==> config.mk <==
export PLATFORM = sky130hd
export DESIGN_NAME = ppe_weight_rx
export DESIGN_NICKNAME = d
export VERILOG_FILES = /design/src/rtl/ppe_pkt_pkg.sv /design/src/rtl/ppe_byp_buf.sv /design/src/rtl/ppe_weight_rx.sv
export SDC_FILE = /design/constraint.sdc
export NUM_CORES = 1
export LEC_CHECK = 0
export CORE_UTILIZATION = 46
export CTS_BUF_LIST = sky130_fd_sc_hd__clkbuf_8
export DETAILED_ROUTE_END_ITERATION = 10
export GPL_TIMING_DRIVEN = 0
export MAX_ROUTING_LAYER = met4
export PLACE_DENSITY = 0.82
export SLEW_MARGIN = 20
export SYNTH_ARGS = -nofsm -noshare
export SYNTH_HDL_FRONTEND = slang
export SYNTH_SLANG_ARGS = --single-unit
==> constraint.sdc <==
create_clock -name clk -period 3.4 [get_ports clk]
set_input_delay 0.34 -clock clk [delete_from_list [all_inputs] [get_ports clk]]
set_output_delay 0.34 -clock clk [all_outputs]
set_load 0.03 [all_outputs]
==> src/rtl/ppe_pkt_pkg.sv <==
// Shared router packet definitions for the PPE receive path: field
// positions, opcodes, default widths and the weight-row FSM states.
package ppe_pkt_pkg;

  localparam int PKT_WIDTH    = 33;
  localparam int WEIGHT_WIDTH = 8;
  localparam int ROW_LEN      = 5;

  // Packet layout: {addr[32:29], opcode[28:25], data[24:0]}
  localparam int ADDR_HI   = 32;
  localparam int ADDR_LO   = 29;
  localparam int OPCODE_HI = 28;
  localparam int OPCODE_LO = 25;
  localparam int DATA_HI   = 24;
  localparam int DATA_LO   = 0;

  localparam logic [3:0] OP_WEIGHT        = 4'd0;
  localparam logic [3:0] OP_TIMESTEP_DONE = 4'd15;

  // Router address of the ifmap memory.
  localparam logic [3:0] IMEM_ID = 4'd11;

  // Weight-row reassembly states.
  typedef enum logic [1:0] {
    WAIT_LO = 2'd0,
    WAIT_HI = 2'd1,
    LOADED  = 2'd2
  } rx_state_e;

endpackage

==> src/rtl/ppe_byp_buf.sv <==
// One-entry valid/ready register that forwards non-weight packets to the
// PPE ifmap/control logic. A new entry may be loaded on the same edge the
// old one is consumed, so back-to-back packets stream at full rate.
module ppe_byp_buf #(
  parameter int WIDTH = 33
) (
  input  logic             clk,
  input  logic             rst,
  input  logic             in_valid,
  output logic             in_ready,
  input  logic [WIDTH-1:0] in_data,
  output logic             out_valid,
  input  logic             out_ready,
  output logic [WIDTH-1:0] out_data
);

  logic             valid_q;
  logic [WIDTH-1:0] data_q;

  assign in_ready  = !valid_q || out_ready;
  assign out_valid = valid_q;
  assign out_data  = data_q;

  // Entry register: load on push, empty on pop, hold while stalled.
  // NOTE: sequential state uses non-blocking assignments so every register
  // samples pre-edge values regardless of block ordering.
  always_ff @(posedge clk or posedge rst) begin
    if (rst) begin
      valid_q <= 1'b0;
      data_q  <= '0;
    end else if (in_valid && in_ready) begin
      valid_q <= 1'b1;
      data_q  <= in_data;
    end else if (out_ready) begin
      valid_q <= 1'b0;
    end
  end

endmodule

==> src/rtl/ppe_weight_rx.sv <==
// PPE weight receive stage: reassembles a 5-weight filter row from two
// OP_WEIGHT packets (w0..w2, then w3..w4) and forwards every other packet
// through a one-entry bypass buffer.
// Optional build macro PPE_WEIGHT_RX_ADDR_CHECK_EN: drop packets whose
// address differs from PE_ID and pulse err_misroute for one cycle.
module ppe_weight_rx #(
  parameter int PE_ID        = 5,
  parameter int WEIGHT_WIDTH = 8,
  parameter int ROW_LEN      = 5,
  parameter int PKT_WIDTH    = 33
) (
  input  logic                            clk,
  input  logic                            rst,
  input  logic                            pkt_valid,
  output logic                            pkt_ready,
  input  logic [PKT_WIDTH-1:0]            pkt_data,
  output logic [ROW_LEN*WEIGHT_WIDTH-1:0] weights_out,
  output logic                            weights_ready,
  output logic [7:0]                      row_loads,
  output logic                            byp_valid,
  input  logic                            byp_ready,
  output logic [PKT_WIDTH-1:0]            byp_data,
  output logic                            err_misroute
);

  import ppe_pkt_pkg::*;

  // The LO packet carries three weights, the HI packet the remainder.
  localparam int LO_BITS = 3 * WEIGHT_WIDTH;
  localparam int HI_BITS = (ROW_LEN - 3) * WEIGHT_WIDTH;

`ifdef PPE_WEIGHT_RX_ADDR_CHECK_EN
  localparam bit ADDR_CHECK = 1'b1;
`else
  localparam bit ADDR_CHECK = 1'b0;
`endif

  rx_state_e                       state_q, state_d;
  logic [ROW_LEN*WEIGHT_WIDTH-1:0] weights_q;
  logic [7:0]                      row_loads_q;
  logic                            is_weight;
  logic                            accept;
  logic                            misroute;
  logic                            wt_accept;
  logic                            byp_push;
  logic                            byp_in_ready;
  logic                            lo_wr;
  logic                            hi_wr;

  assign is_weight = (pkt_data[OPCODE_HI:OPCODE_LO] == OP_WEIGHT);

  // Weight packets never block; others wait for room in the bypass entry.
  assign pkt_ready = is_weight || byp_in_ready;
  assign accept    = pkt_valid && pkt_ready;

  // Misaddressed packets are consumed but have no other effect.
  assign misroute  = ADDR_CHECK && accept &&
                     (pkt_data[ADDR_HI:ADDR_LO] != 4'(PE_ID));
  assign wt_accept = accept && !misroute && is_weight;
  assign byp_push  = accept && !misroute && !is_weight;

  // State register for row reassembly.
  always_ff @(posedge clk or posedge rst) begin
    if (rst) state_q <= WAIT_LO;
    else     state_q <= state_d;
  end

  // Next state and weight-half write strobes.
  // NOTE: every signal driven here gets a default first so no path
  // leaves it unassigned and infers a latch.
  always_comb begin
    state_d = state_q;
    lo_wr   = 1'b0;
    hi_wr   = 1'b0;
    case (state_q)
      WAIT_LO: if (wt_accept) begin lo_wr = 1'b1; state_d = WAIT_HI; end
      WAIT_HI: if (wt_accept) begin hi_wr = 1'b1; state_d = LOADED;  end
      LOADED:  if (wt_accept) begin lo_wr = 1'b1; state_d = WAIT_HI; end
      default: state_d = WAIT_LO;
    endcase
  end

  // Weight row register and completed-row counter.
  // NOTE: the row register is reset because it is a visible output
  // required to read zero after reset, not because storage needs it.
  always_ff @(posedge clk or posedge rst) begin
    if (rst) begin
      weights_q   <= '0;
      row_loads_q <= '0;
    end else begin
      if (lo_wr) weights_q[LO_BITS-1:0] <= pkt_data[LO_BITS-1:0];
      if (hi_wr) begin
        weights_q[LO_BITS +: HI_BITS] <= pkt_data[HI_BITS-1:0];
        row_loads_q                   <= row_loads_q + 8'd1;
      end
    end
  end

  assign weights_out   = weights_q;
  assign weights_ready = (state_q == LOADED);
  assign row_loads     = row_loads_q;

  ppe_byp_buf #(
    .WIDTH (PKT_WIDTH)
  ) u_byp_buf (
    .clk       (clk),
    .rst       (rst),
    .in_valid  (byp_push),
    .in_ready  (byp_in_ready),
    .in_data   (pkt_data),
    .out_valid (byp_valid),
    .out_ready (byp_ready),
    .out_data  (byp_data)
  );

`ifdef PPE_WEIGHT_RX_ADDR_CHECK_EN
  logic err_q;

  // One-cycle error pulse following each dropped misaddressed packet.
  always_ff @(posedge clk or posedge rst) begin
    if (rst) err_q <= 1'b0;
    else     err_q <= misroute;
  end

  assign err_misroute = err_q;
`else
  assign err_misroute = 1'b0;
`endif

endmodule
==> impl_metrics.py <==
metrics = {
    "synthesis": {
        "yosysMostFrequentCell": "dfrtp_1",
        "synth_common_cells": "dfrtp_1, mux2_2, mux2_4, buf_6, xnor2_1",
        "synth-main-ff-cell": "dfrtp_1",
        "ys_seq_elements": 84,
        "synth_nets": 239,
        "yosysSeqAreaShare": 0.631,
        "yosys.area.top_type_share": 0.631,
        "netlist-cell-type-count": 25,
        "yosys_warnings": 0,
        "async_flop_share": 1.00,
        "synth.area.top_cells": "dfrtp_1, mux2_2, mux2_4",
        "synth_edf_count": 0,
        "synth_cells": 201,
        "avgSynthCellArea_um2": 16.6,
        "yosysTopAreaCell": "dfrtp_1",
        "synth_area_mm2": 0.00333,
    },
    "clock_tree": {
        "tritoncts": "done",
        "post_cts_resized": 0,
        "htreeDepth": 3,
        "cts_buffers": 9,
        "max-clock-path-buffers": 2,
        "cts_root_buf": "clkbuf_8",
        "worstSkewPairLatency_ns": 0.34,
        "holdBufCountCts": 0,
        "post_cts_buffers": 0,
        "clk_pin_slew_ns": 0.07,
        "clock-sinks": 84,
    },
    "placement": {
        "hpwl_um": 5030,
        "io_buffers": 120,
        "gp_congestion": 0.762,
        "dp.cells": 418,
    },
    "sta": {
        "max_slew_margin": 0.645,
        "finalCriticalPeriod_ns": 2.53,
        "min_period_over_period": 0.744,
        "tightest_slew_ns": 0.532,
        "setup_tns_ns": 0,
        "setup_violations": 0,
        "drv_slew": 0,
        "rsz0062_at_grt": "no",
        "timing.fmax_mhz": 395,
        "whs_ns": 0.402,
        "fin_skew_ns": 0.00645,
        "finalHoldViolCount": 0,
    },
    "floorplan": {
        "initial_core_util": 0.482,
        "fp.dieW_um": 87.1,
        "std_cell_rows": 30,
        "fp.coreArea_mm2": 0.00691,
        "die_h_um": 87.1,
        "die_area_mm2": 0.00758,
        "ios": 122,
    },
    "pwr": {
        "peakVddDrop_v": 0.000438,
        "power_density_mw_per_mm2": 727,
        "p_leak_nw": 2.21,
        "total_power_mw": 3.56,
    },
    "critical_path": {
        "max_stage_delay_ns": 0.70,
        "path_cells": "clkdlybuf4s50_1 -> or4_1 -> nand2b_1 -> clkdlybuf4s50_1",
        "critPathCaptureType": "output pin",
        "worstPathBufferInverterCount": 2,
        "reg2reg_setup_slack_ns": 1.88,
        "crit_type": "primary input to output pin",
        "cp-start-kind": "primary input",
        "crit_slowest_cell": "clkdlybuf4s50_1",
        "r2r_end": "weights_out[33]$_DFFE_PP0P_",
        "cp_top_family": "buffers and inverters",
        "cpMostUsedCell": "clkdlybuf4s50_1",
        "arrival_ns": 2.19,
        "cp_max_fo": 3,
        "reg2reg_from": "state_q[1]$_DFFE_PP0P_",
        "required_ns": 3.06,
        "reg2reg_depth": 4,
    },
    "grt": {
        "grt_pass1_vias": 2200,
        "overflow": 0,
        "grt_usage": 0.201,
        "antenna_found_initial": 0,
        "grt_pass1_wl_um": 11000,
        "grt_max_degree": 44,
    },
    "run_status": {
        "status": "finished, final reports clean",
    },
    "layout": {
        "syn_to_final_growth_pct": 46.8,
        "fin_util": 0.708,
        "drive_gt1_frac": 0.305,
        "final_net_count": 371,
        "instances_no_fill": 434,
        "fillers": 508,
        "antennaDiodeCount": 0,
    },
    "route": {
        "drt-total-wl_um": 6880,
        "first_pass_iters": 4,
        "postRouteAntennaNets": 0,
        "via_per_inst": 4.85,
        "drtIter0Drc": 63,
        "vias": 2104,
        "drc": 0,
        "routedWlPerCell_um": 15.8,
    },
    "hold_path": {
        "hp-class": "primary input to asynchronous set/reset pin",
    },
    "job": {
        "maxCapViolations": 0,
    },
}
==> layer usage <==
layer / up-vias / wire, um / share of wire / track usage
li1: 962 / - / - / -
met1: 1052 / 3050 / 0.44 / 0.258
met2: 82 / 3290 / 0.48 / 0.312
met3: 8 / 473 / 0.069 / 0.0635
met4: 0 / 65 / 0.0095 / 0.0522
met5: - / 0 / 0 / -
==> power breakdown <==
| part | total (mW) | switching (mW) | internal [mW] |
|---|---|---|---|
| logic | 1.41 | 0.730 | 0.683 |
| clock network | 0.761 | 0.334 | 0.427 |
| registers | 1.38 | 0.137 | 1.24 |
| total | 3.56 | 1.20 | 2.35 |
==> layout by cell type, fill, tap and decap left out, drive strengths merged, types with 3 or more instances in the layout <==
master / count
dfrtp: 84
mux2: 74
clkdlybuf4s50: 120
clkinv: 3
buf: 11
nand2: 4
nand3: 4
xnor2: 6
clkbuf: 10
==> registers in the layout (all words and copies together) (netlist names) <==
signal and flops:
u_byp_buf.out_data 33, weights_out 40, u_byp_buf.out_valid 1, state_q 2
row_loads 8
==> area by class of cell <==
| type | count | area, um^2 | share of cell area |
|---|---|---|---|
| Tap cell | 96 | 120 | 0.0246 |
| Clock inverter | 6 | 78.8 | 0.0161 |
| Clock buffer | 10 | 138 | 0.0281 |
| Sequential cell | 84 | 2100 | 0.430 |
| Multi-Input combinational cell | 106 | 1130 | 0.231 |
| Buffer | 10 | 95.1 | 0.0194 |
| Inverter | 1 | 6.26 | 0.00128 |
| Timing Repair Buffer | 121 | 1220 | 0.250 |
==> how the worst max path moves through the flow <==
stage,start,end,slack (ns),cells after the start
after global placement,rst,weights_out[29]$_DFFE_PP0P_,-0.38,2
final,pkt_data[25],pkt_ready,0.87,4
after floorplan,rst,row_loads[0]$_DFFE_PP0P_,0.89,1
after CTS,pkt_data[25],pkt_ready,0.87,4
after detailed placement,pkt_data[25],pkt_ready,0.88,4
after global routing,pkt_data[26],pkt_ready,0.83,4
==> cells by family (layout without fill, tap and decap cells) <==
group                    count (synthesis)  after routing  share of synthesized area
flip-flops                              84             84                      0.631
multiplexers                            74             74                      0.272
AND/OR/NAND/NOR                         22             22                     0.0421
buffers and inverters                   11            148                     0.0297
XOR/XNOR                                 7              7                     0.0184
adder cells (fa/ha/maj)                  1              1                    0.00376
other                                    1              1                    0.00113
AO/OA/AOI/OAI                            1              1                    0.00225
==> stage by stage <==
stage / cell area, um^2 / setup WS (ns)
final: 4890 / 0.871
after global routing: 4890 / 0.828
after CTS: 4890 / 0.865
after detailed placement: 4670 / 0.882
after global placement: 4650 / -0.379
after floorplan: 3330 / 0.895
Power figures use the tool's default switching activity.
